<file path="src/rtl/mem_arb_pkg.sv">
// Shared types and constants for the two-requester memory arbiter.
package mem_arb_pkg;

    typedef enum logic [1:0] {
        IDLE   = 2'd0,
        ACCESS = 2'd1,
        RESP   = 2'd2
    } arb_state_e;

    localparam logic REQ_CPU = 1'b0;
    localparam logic REQ_DMA = 1'b1;

endpackage

</file>
<file path="src/rtl/rr_arb2.sv">
// Two-way tie-break: on a tie the requester not served last wins,
// otherwise the lone requester wins.
module rr_arb2
    import mem_arb_pkg::*;
(
    input  logic [1:0] req_i,
    input  logic       last_i,
    output logic       win_o
);

    always_comb begin
        win_o = REQ_CPU;
        if (req_i[0] && req_i[1]) begin
            win_o = ~last_i;
        end else if (req_i[1]) begin
            win_o = REQ_DMA;
        end
    end

endmodule

</file>
<file path="src/rtl/mem_arbiter.sv">
// Arbitrates CPU (r0) and DMA/debug (r1) onto one memory port, one access per 3 cycles.
// Define MEM_ARB_FIXED_PRIO_EN to give ties to requester 0 instead of round-robin.
module mem_arbiter
    import mem_arb_pkg::*;
#(
    parameter int AW = 10,
    parameter int DW = 32
) (
    input  logic          clk,
    input  logic          rst,
    input  logic          r0_req,
    input  logic          r1_req,
    input  logic          r0_we,
    input  logic          r1_we,
    input  logic          r0_byte,
    input  logic          r1_byte,
    input  logic [31:0]   r0_addr,
    input  logic [31:0]   r1_addr,
    input  logic [DW-1:0] r0_wdata,
    input  logic [DW-1:0] r1_wdata,
    output logic          r0_gnt,
    output logic          r1_gnt,
    output logic          r0_rvalid,
    output logic          r1_rvalid,
    output logic [DW-1:0] r0_rdata,
    output logic [DW-1:0] r1_rdata,
    output logic          m_we,
    output logic          m_byte,
    output logic [AW-1:0] m_addr,
    output logic [DW-1:0] m_wdata,
    input  logic [DW-1:0] m_rdata
);

    arb_state_e state_q;
    logic       owner_q;
    logic       rd_q;
    logic       last_srv;
    logic       win_d;

    logic          sel_we;
    logic          sel_byte;
    logic [31:0]   sel_addr;
    logic [DW-1:0] sel_wdata;

    logic unused_addr_bits;
    assign unused_addr_bits = ^{r0_addr[31:AW], r1_addr[31:AW]};

`ifdef MEM_ARB_FIXED_PRIO_EN
    // Pretending requester 1 was always served last hands every tie to requester 0.
    assign last_srv = REQ_DMA;
`else
    logic last_q;
    assign last_srv = last_q;
`endif

    rr_arb2 u_rr_arb2 (
        .req_i  ({r1_req, r0_req}),
        .last_i (last_srv),
        .win_o  (win_d)
    );

    assign sel_we    = (win_d == REQ_DMA) ? r1_we    : r0_we;
    assign sel_byte  = (win_d == REQ_DMA) ? r1_byte  : r0_byte;
    assign sel_addr  = (win_d == REQ_DMA) ? r1_addr  : r0_addr;
    assign sel_wdata = (win_d == REQ_DMA) ? r1_wdata : r0_wdata;

    always_ff @(posedge clk or negedge rst) begin
        if (!rst) begin
            state_q   <= IDLE;
            owner_q   <= REQ_CPU;
            rd_q      <= 1'b0;
`ifndef MEM_ARB_FIXED_PRIO_EN
            last_q    <= REQ_DMA;
`endif
            r0_gnt    <= 1'b0;
            r1_gnt    <= 1'b0;
            r0_rvalid <= 1'b0;
            r1_rvalid <= 1'b0;
            r0_rdata  <= '0;
            r1_rdata  <= '0;
            m_we      <= 1'b0;
            m_byte    <= 1'b0;
            m_addr    <= '0;
            m_wdata   <= '0;
        end else begin
            r0_gnt    <= 1'b0;
            r1_gnt    <= 1'b0;
            r0_rvalid <= 1'b0;
            r1_rvalid <= 1'b0;
            case (state_q)
                IDLE: begin
                    if (r0_req || r1_req) begin
                        state_q <= ACCESS;
                        owner_q <= win_d;
                        rd_q    <= ~sel_we;
`ifndef MEM_ARB_FIXED_PRIO_EN
                        last_q  <= win_d;
`endif
                        r0_gnt  <= (win_d == REQ_CPU);
                        r1_gnt  <= (win_d == REQ_DMA);
                        m_we    <= sel_we;
                        // Byte writes are unsupported, so a write always goes out as a word.
                        m_byte  <= sel_we ? 1'b0 : sel_byte;
                        m_addr  <= sel_addr[AW-1:0];
                        m_wdata <= sel_wdata;
                    end
                end
                ACCESS: begin
                    state_q <= RESP;
                    m_we    <= 1'b0;
                    if (rd_q) begin
                        if (owner_q == REQ_DMA) begin
                            r1_rdata  <= m_rdata;
                            r1_rvalid <= 1'b1;
                        end else begin
                            r0_rdata  <= m_rdata;
                            r0_rvalid <= 1'b1;
                        end
                    end
                end
                RESP: begin
                    state_q <= IDLE;
                end
                default: begin
                    state_q <= IDLE;
                    m_we    <= 1'b0;
                end
            endcase
        end
    end

endmodule

</file>
<file path="config.mk">
export PLATFORM = sky130hd
export DESIGN_NAME = mem_arbiter
export DESIGN_NICKNAME = d
export VERILOG_FILES = /design/src/rtl/mem_arb_pkg.sv /design/src/rtl/rr_arb2.sv /design/src/rtl/mem_arbiter.sv
export SDC_FILE = /design/constraint.sdc
export NUM_CORES = 1
export LEC_CHECK = 0
export CORE_AREA = 8 8 121 123
export CTS_CLUSTER_DIAMETER = 50
export DETAILED_ROUTE_END_ITERATION = 6
export DIE_AREA = 0 0 129 131
export GPL_TIMING_DRIVEN = 1
export HOLD_SLACK_MARGIN = 0.05
export PLACE_DENSITY = 0.86
export SETUP_SLACK_MARGIN = 0.2
export SYNTH_ARGS = -nofsm -noshare
export SYNTH_HDL_FRONTEND = slang
export SYNTH_SLANG_ARGS = --single-unit
</file>
<file path="constraint.sdc">
create_clock -name clk -period 1.68 [get_ports clk]
set_input_delay 0.336 -clock clk [delete_from_list [all_inputs] [get_ports clk]]
set_output_delay 0.336 -clock clk [all_outputs]
set_load 0.005 [all_outputs]
</file>
=== Word level (Yosys, flattened, before mapping) ===
Index checks and enable logic that the tools add are counted.

* Flip-flop bits (word level): 117
* Word-level logic and storage cells: 50

* Eq/ne operators: 3
* Muxes and demuxes: 21
* Reductions and logical operators: 7
* Bitwise logic cells: 5

{| class="wikitable"
|+ Operator list
! operator !! count
|-
| $mux 32 || 1
|-
| $mux 1 || 16
|-
| $mux 10 || 1
|-
| $reduce_and 3->1 || 2
|-
| $not 1->1 || 5
|-
| $pmux 2 s2 || 1
|-
| $reduce_and 2->1 || 2
|-
| $eq 2x1->1 const B || 1
|-
| $eq 2x2->1 const B || 1
|-
| $logic_not 2->1 || 1
|-
| $mux 2 || 1
|-
| $ne 2x2->1 const B || 1
|-
| $pmux 1 s2 || 1
|-
| $logic_and 1x1->1 || 1
|-
| $logic_or 1x1->1 || 1
|}

=== Logic depth before layout (Yosys ltp) ===
Gate-level depths: netlist of run 1.

* Word-level depth: 5
* Mapped depth: 5
* Gate-level depth less buffers: 4

=== By module ===
A second synthesis of run 1 with hierarchy kept.

* Cell total of the unflattened synthesis: 301
* Area, all modules: 5019.8 µm²

{| class="wikitable"
|+ Modules (own cells, without submodules)
! module !! cells each !! area an instance (µm²) !! sequential area each (µm²) !! times used
|-
| mem_arbiter || 300 || 5008.6 || 2929.1 || 1
|-
| rr_arb2 || 1 || 11.3 || 0.0 || 1
|}

=== Least setup slack after synthesis of run 1 ===
No wires, ideal clock.

* Path type: flip-flop to flip-flop
* Start: reg state_q[1]
* End: reg r0_rdata[10]
* Setup slack: 252 ps
* Cell stages (with the launch flop): 6
* Setup time: 125 ps
* Path buffers: 2
* Arrival: 1303 ps
* Cell sequence: dfrtp_1 -> nor2b_2 -> and3b_1 -> buf_6 -> buf_8 -> mux2_2

* Cells in the longest elaborated chain, start to end: 2

{| class="wikitable"
|+ RTL lines
! what !! RTL line !! source
|-
| start, declared || mem_arbiter.sv:34 || <nowiki>arb_state_e state_q;</nowiki>
|-
| start signal, assigned || mem_arbiter.sv:69 || <nowiki>state_q <= IDLE;</nowiki>
|-
| start signal, assigned || mem_arbiter.sv:93 || <nowiki>state_q <= ACCESS;</nowiki>
|-
| start signal, assigned || mem_arbiter.sv:109 || <nowiki>state_q <= RESP;</nowiki>
|-
| $eq 2x1->1 || mem_arbiter.sv:90 || <nowiki>case (state_q)</nowiki>
|-
| $reduce_and 3->1 (no source line) || -- ||
|-
| end signal, assigned || mem_arbiter.sv:116 || <nowiki>r0_rdata <= m_rdata;</nowiki>
|-
| end, declared || mem_arbiter.sv:25 || <nowiki>output logic [DW-1:0] r0_rdata,</nowiki>
|}

Every way passes these cells.
A chain may end at the register's enable or synchronous reset.

=== Final worst setup path of run 1 ===
* Start: reg state_q[0]
* End: reg r0_rdata[6]

Same word-level chain as after synthesis.

==> results of run 1 <==
## repair_timing
item	CTS	global route
gates resized for setup	117	21
setup buffers	4	2
endpoints found under the hold margin	116	0
gates cloned	2	6
pin swaps	0	0
hold buffers	1	0
endpoints found under the setup margin	145	72
## synthesized netlist by cell type, drive strengths merged (2+ instances only)
cell type / instances / area (um^2)
dfrtp: 116 / 2900
mux2: 65 / 777
and3: 43 / 269
a221o: 42 / 420
buf: 17 / 179
clkbuf: 7 / 26.3
inv: 3 / 11.3
a21o: 2 / 15.0
a21oi: 2 / 10.0
## cell families (layout without fill, tap and decap cells)
kind of cell | after synthesis | count (layout) | synth area share (%)
multiplexers | 66 | 66 | 16.6
flip-flops | 117 | 117 | 61.7
AND/OR/NAND/NOR | 53 | 53 | 7.25
AO/OA/AOI/OAI | 49 | 49 | 9.93
buffers and inverters | 27 | 299 | 4.56
## worst max-delay path by stage
stage	start	end	slack (ns)
CTS	state_q[1]$_DFFE_PN0P_	r0_rdata[2]$_DFFE_PN0P_	0.11
floorplan	state_q[1]$_DFFE_PN0P_	r0_rdata[10]$_DFFE_PN0P_	0.25
global route	state_q[1]$_DFFE_PN0P_	r0_rdata[6]$_DFFE_PN0P_	0.08
detailed placement	r1_req	m_wdata[3]$_DFFE_PN0P_	-0.15
global placement	r1_req	m_wdata[3]$_DFFE_PN0P_	-0.09
finish	state_q[0]$_DFFE_PN0P_	r0_rdata[6]$_DFFE_PN0P_	0.13
## registers in the layout, indices dropped and copies added, names as in the netlist
register	cells
last_q	1
m_addr	10
m_byte	1
m_wdata	32
m_we	1
owner_q	1
r0_gnt	1
r0_rdata	32
r0_rvalid	1
r1_gnt	1
r1_rdata	32
r1_rvalid	1
rd_q	1
state_q	2
## area by class of cell
type / count / area [um^2] / share of cell area, %
flip-flops and latches: 117 / 2930 / 36.1
inverters: 3 / 11.3 / 0.139
clock inverters: 8 / 97.6 / 1.20
well taps: 176 / 220 / 2.72
multi-input cells: 168 / 1690 / 20.9
clock buffers: 24 / 492 / 6.07
repair buffers: 264 / 2660 / 32.8
## routing by layer
layer	share of wire (%)	routed length [um]	track usage (%)
met1	38	6090	18.9
met2	51	8130	31.4
met3	8.9	1430	8.00
met4	2.6	418	9.40
met5	0	0	0
## worst max-delay path: stages, from the launching register on
cell	delay, ns
dfrtp_1	0.37
nor2b_4	0.13
and3b_2	0.22
buf_12	0.14
buf_12	0.12
buf_16	0.14
mux2_4	0.30
## stage by stage
stage,hold slack [ns],setup slack [ns],utilization (%)
5_1_grt,0.512,0.0815,63.0
3_3_place_gp,0.365,-0.0887,56.7
3_5_place_dp,0.374,-0.151,56.7
2_1_floorplan,0.0404,0.252,-
4_1_cts,0.485,0.106,61.1
6_report,0.482,0.128,63.0
## power by group through the flow
stage               Combinational [uW]  Clock (uW)  Sequential [uW]
floorplan                         2630           0             5080
finish                            6210        3550             5030
detailed placement                6490           0             5080
global route                      6670        3750             5190
global placement                  6270           0             5000
CTS                               5850        3620             5010
==> metrics.md, run 1 <==
| Metric | Value |
|---|---|
| Clock power frac | `24.0%` |
| Gr usage total | `18.4%` |
| CP Class | `reg2reg` |
| Commonest non-fill, non-tap cell in the layout | `clkdlybuf4s50_1` |
| Worst Path Required | `1.97 ns` |
| Largest net degree at the start of global routing | `60` |
| Worst-margin pin slew | `0.326 ns` |
| Crit Reg-Reg Endpoint | `r0_rdata[6]$_DFFE_PN0P_` |
| Syn Area/Cell | `15.2 um^2` |
| Part of the power in registers | `34.0%` |
| Gate count of the mapped netlist | `312` |
| Rel. slew slack | `78.3%` |
| Min Clock Period, post-route | `1.55 ns` |
| Worst setup EP type | `flop` |
| Max clock buf depth | `2` |
| Row count | `42` |
| Area grow syn2layout | `70.7%` |
| R2R depth | `6` |
| Finished Layout Cells | `760` |
| Synth Cell Area | `0.00475 mm^2` |
| Clk root buf | `clkbuf_16` |
| CTS Buf Count | `17` |
| Detail Route Antenna Nets | `0` |
| Worst-Skew Late Latency | `0.41 ns` |
| I/O pin total | `280` |
| Register bit total from synthesis | `117` |
| Layout net count | `739` |
| DR iter-0 viols | `186` |
| Yosys cell types | `29` |
| # setup viols final | `0` |
| Status | `completed` |
| Dpl hpwl | `11.0 mm` |
| Placement Cell Area | `0.00729 mm^2` |
| Die area | `0.0169 mm^2` |
| Initial antenna violation count | `0` |
| Routability congestion estimate | `0.771` |
| Placed Instances | `713` |
| Post-Syn Nets | `480` |
| Commonest non-fill, non-tap cells in the layout | `122 x clkdlybuf4s50_1, 116 x dfrtp_1, 112 x dlygate4sd2_1` |
| Worst hold-check path type | `in2async` |
| Maximum clock frequency | `644 MHz` |
| Critical path arrival | `1.84 ns` |
| H-tree Lvls | `4` |
| Die Wd | `129 um` |
| Final Cycle Share | `92.4%` |
| Post-synth top flop | `dfrtp_1` |
| Power per cell area | `1830 mW/mm^2` |
| Initial Utilization | `36.9%` |
| Worst R2R Start | `state_q[0]$_DFFE_PN0P_` |
| First-pass GRT wire length | `23.4 mm` |
| Core ar. | `0.0129 mm^2` |
| RSZ-0062 raised after global routing | `true` |
| CP Launch Type | `flop` |
| Post-synth EDFFs | `0` |
| Number of I/O port buffers | `235` |
| Vias per cell | `5.09` |
| Sw frac | `29.9%` |
| Synth warn | `0` |
| CTS clk-pin slew, worst paths | `0.05 ns` |
| Clk sinks | `117` |
| Fill cell count | `1009` |
| Pins Over Slew Limit | `0` |
| CTS tree | `yes` |
| Sequential share of the synthesized area | `61.7%` |
| Vias | `3871` |
| Max-Cap Viols | `0` |
| Routed wire length | `16.1 mm` |
| Combinational power share | `42.0%` |
| Gr ovfl total | `0` |
| Cell Int Power | `10400 uW` |
| Residual DRC | `0` |
| Hold Violations, Final | `0` |
| Drt first pass iters | `4` |
| R2R Setup Slk | `0.13 ns` |
| Fraction of registers with async set/reset | `100%` |
| Share of cells above drive strength 1 | `22.8%` |
| Final setup skew | `0.00557 ns` |
| Leakage | `0.00386 uW` |
| Switching power total | `4430 uW` |
| Power consumption | `14800 uW` |
| Die Ht | `131 um` |
| Vias in the first global route | `4323` |
| Inserted Diodes | `0` |
| Avg WL per Cell | `21.1 um` |
| Worst VDD drop | `0.000717 V` |
| Final Cell Area | `0.00811 mm^2` |
| Setup TNS | `0 ns` |
| Crit Path Max Fanout | `8` |
(Power assumes the default switching activity.)
==> inputs of run 2 (changes only) <==
GPL_TIMING_DRIVEN = unset   (was 1)
==> results of run 2 <==
The final DEF is identical to that of run 1; final timing and power are the same.
==> inputs of run 3 (changes only) <==
CELL_PAD_IN_SITES_DETAIL_PLACEMENT = 1   (was unset)
CELL_PAD_IN_SITES_GLOBAL_PLACEMENT = 2   (was unset)
CORE_AREA = 8 8 153 155   (was 8 8 121 123)
DIE_AREA = 0 0 161 163   (was 0 0 129 131)
MAX_ROUTING_LAYER = met4   (was unset)
PLACE_DENSITY = 0.85   (was 0.86)
==> metrics.md, run 3 (synthesis results as in run 1) <==
| Metric | Value |
|---|---|
| Fill cell count | `2178 (was 1009)` |
| GR Layer Usage met1 | `15.0% (was 18.9%)` |
| Largest net degree at the start of global routing | `62 (was 60)` |
| Die Ht | `163 um (was 131 um)` |
| GRT Max-Usage Layer | `met2 (unchanged)` |
| Maximum clock frequency | `642 MHz (was 644 MHz)` |
| Finished Layout Cells | `868 (was 760)` |
| CP Class | `reg2reg (unchanged)` |
| Clk sinks | `117 (unchanged)` |
| Crit Path Max Fanout | `11 (was 8)` |
| Worst setup EP type | `flop (unchanged)` |
| CTS clk-pin slew, worst paths | `0.05 ns (about the same)` |
| CP Launch Type | `flop (unchanged)` |
| Drt first pass iters | `4 (unchanged)` |
| Vias | `3872 (was 3871)` |
| Met3 usage | `4.88% (was 8.00%)` |
| Commonest non-fill, non-tap cells in the layout | `122 x clkdlybuf4s50_1, 116 x dfrtp_1, 111 x dlygate4sd2_1 (was 122 x clkdlybuf4s50_1, 116 x dfrtp_1, 112 x dlygate4sd2_1)` |
| Max clock buf depth | `2 (unchanged)` |
| CP startpoint | `state_q[1]$_DFFE_PN0P_ (was state_q[0]$_DFFE_PN0P_)` |
| Die area | `0.0262 mm^2 (was 0.0169 mm^2)` |
| Pins Over Slew Limit | `0 (unchanged)` |
| Initial Utilization | `22.8% (was 36.9%)` |
| Core Util, Final | `40.3% (was 63.0%)` |
| Hold Violations, Final | `0 (unchanged)` |
| Leakage | `0.00394 uW (was 0.00386 uW)` |
| Avg WL per Cell | `21.5 um (was 21.1 um)` |
| DR iter-0 viols | `157 (was 186)` |
| I/O pin total | `280 (unchanged)` |
| Commonest non-fill, non-tap cell in the layout | `clkdlybuf4s50_1 (unchanged)` |
| Routability congestion estimate | `0.771 (about the same)` |
| Die Wd | `161 um (was 129 um)` |
| Register area | `0.00293 mm^2 (unchanged)` |
| Dpl hpwl | `12.8 mm (was 11.0 mm)` |
| Placed Instances | `813 (was 713)` |
| M2 GR Usage | `23.2% (was 31.4%)` |
| Worst-margin pin slew | `0.343 ns (was 0.326 ns)` |
| Largest regs | `m_wdata x32, r0_rdata x32, r1_rdata x32 (unchanged)` |
| Gr ovfl total | `0 (unchanged)` |
| CTS Buf Count | `17 (unchanged)` |
| Inserted Diodes | `0 (unchanged)` |
| Worst-Skew Late Latency | `0.41 ns (about the same)` |
| Area grow syn2layout | `76.9% (was 70.7%)` |
| Core ar. | `0.0208 mm^2 (was 0.0129 mm^2)` |
| Fin Hold WS | `0.468 ns (was 0.482 ns)` |
| Final Cycle Share | `92.7% (was 92.4%)` |
| Area of the multi-input gates | `0.00168 mm^2 (was 0.00169 mm^2)` |
| Worst VDD drop | `0.000597 V (was 0.000717 V)` |
| H-tree Lvls | `4 (unchanged)` |
| Detail Route Antenna Nets | `0 (unchanged)` |
| Max-Cap Viols | `0 (unchanged)` |
| Row count | `53 (was 42)` |
| Initial antenna violation count | `0 (unchanged)` |
| Rel. slew slack | `77.2% (was 78.3%)` |
| Residual DRC | `0 (unchanged)` |
| Critical path arrival | `1.90 ns (was 1.84 ns)` |
| Clk root buf | `clkbuf_16 (unchanged)` |
| Power per cell area | `1830 mW/mm^2 (about the same)` |
| Final setup skew | `0.00688 ns (was 0.00557 ns)` |
| Vias per cell | `4.46 (was 5.09)` |
| CTS tree | `yes (unchanged)` |
| Worst R2R Start | `state_q[1]$_DFFE_PN0P_ (was state_q[0]$_DFFE_PN0P_)` |
| RSZ-0062 raised after global routing | `true (unchanged)` |
| Worst Path Required | `2.02 ns (was 1.97 ns)` |
| Share of cells above drive strength 1 | `24.3% (was 22.8%)` |
| Layout net count | `749 (was 739)` |
| Min Clock Period, post-route | `1.56 ns (was 1.55 ns)` |
| Routed wire length | `18.7 mm (was 16.1 mm)` |
| Worst hold-check path type | `in2async (unchanged)` |
| # setup viols final | `0 (unchanged)` |
| Vias in the first global route | `4516 (was 4323)` |
| Number of I/O port buffers | `235 (unchanged)` |
| Gr usage total | `13.8% (was 18.4%)` |
| First-pass GRT wire length | `26.8 mm (was 23.4 mm)` |
| Status | `completed (unchanged)` |
==> run 3: repair_timing <==
item | 4_1_cts | 5_1_grt
setup endpoints to repair | 168 | 109
gates cloned | 4 | 7
buffers inserted | 9 | 3
pin swaps | 1 | 16
hold endpoints to repair | 116 | 0
resized for setup | 119 | 30
hold buffers | 1 | 0
==> run 3: metrics by stage <==
stage | total power, uW | setup TNS [ns] | instance area (um^2) | setup slack (ns)
after floorplan | 7710 | 0 | 4750 | 0.252
after global placement | 11500 | -3.56 | 7430 | -0.0943
after detailed placement | 11700 | -4.91 | 7430 | -0.147
after CTS | 15000 | 0 | 8130 | 0.133
after global routing | 16300 | 0 | 8400 | 0.0687
final | 15400 | 0 | 8400 | 0.122
==> run 3: worst paths after layout <==
kind	end	slack, ns	depth (start not counted)
worst min-delay path	m_wdata[23]$_DFFE_PN0P_	0.47	3
worst max register to register	m_wdata[3]$_DFFE_PN0P_	0.12	6
max in group asynchronous	r1_rvalid$_DFF_PN0_	0.90	3
worst min register to register	r1_rdata[2]$_DFFE_PN0P_	0.50	1
worst max-delay path	m_wdata[3]$_DFFE_PN0P_	0.12	6
min in group clk	r1_rdata[2]$_DFFE_PN0P_	0.50	1
==> run 3: cell type report <==
class / instances / share of cell area [%]
Clock buffer: 23 / 5.81
Tap cell: 275 / 4.10
Inverter: 3 / 0.164
Sequential cell: 117 / 34.9
Clock inverter: 8 / 1.46
Multi-Input combinational cell: 168 / 20.0
Timing Repair Buffer: 274 / 33.6
==> run 3: routing by layer <==
| metal | routed length (um) | share of wire [%] |
|---|---|---|
| met1 | 7550 | 40 |
| met2 | 9560 | 51 |
| met3 | 1320 | 7.0 |
| met4 | 280 | 1.5 |
| met5 | 0 | 0 |
==> run 3: critical path: stages, from the launching register on <==
cell     delay, ns
dfrtp_1       0.39
buf_4         0.14
buf_4         0.13
nor2_4        0.16
and3_4        0.33
buf_12        0.18
a221o_1       0.17
==> run 3: power breakdown <==
part           switching (uW)  total [uW]  internal (uW)
combinational            2620        6600           3980
sequential                778        5030           4250
clock                    1260        3740           2480
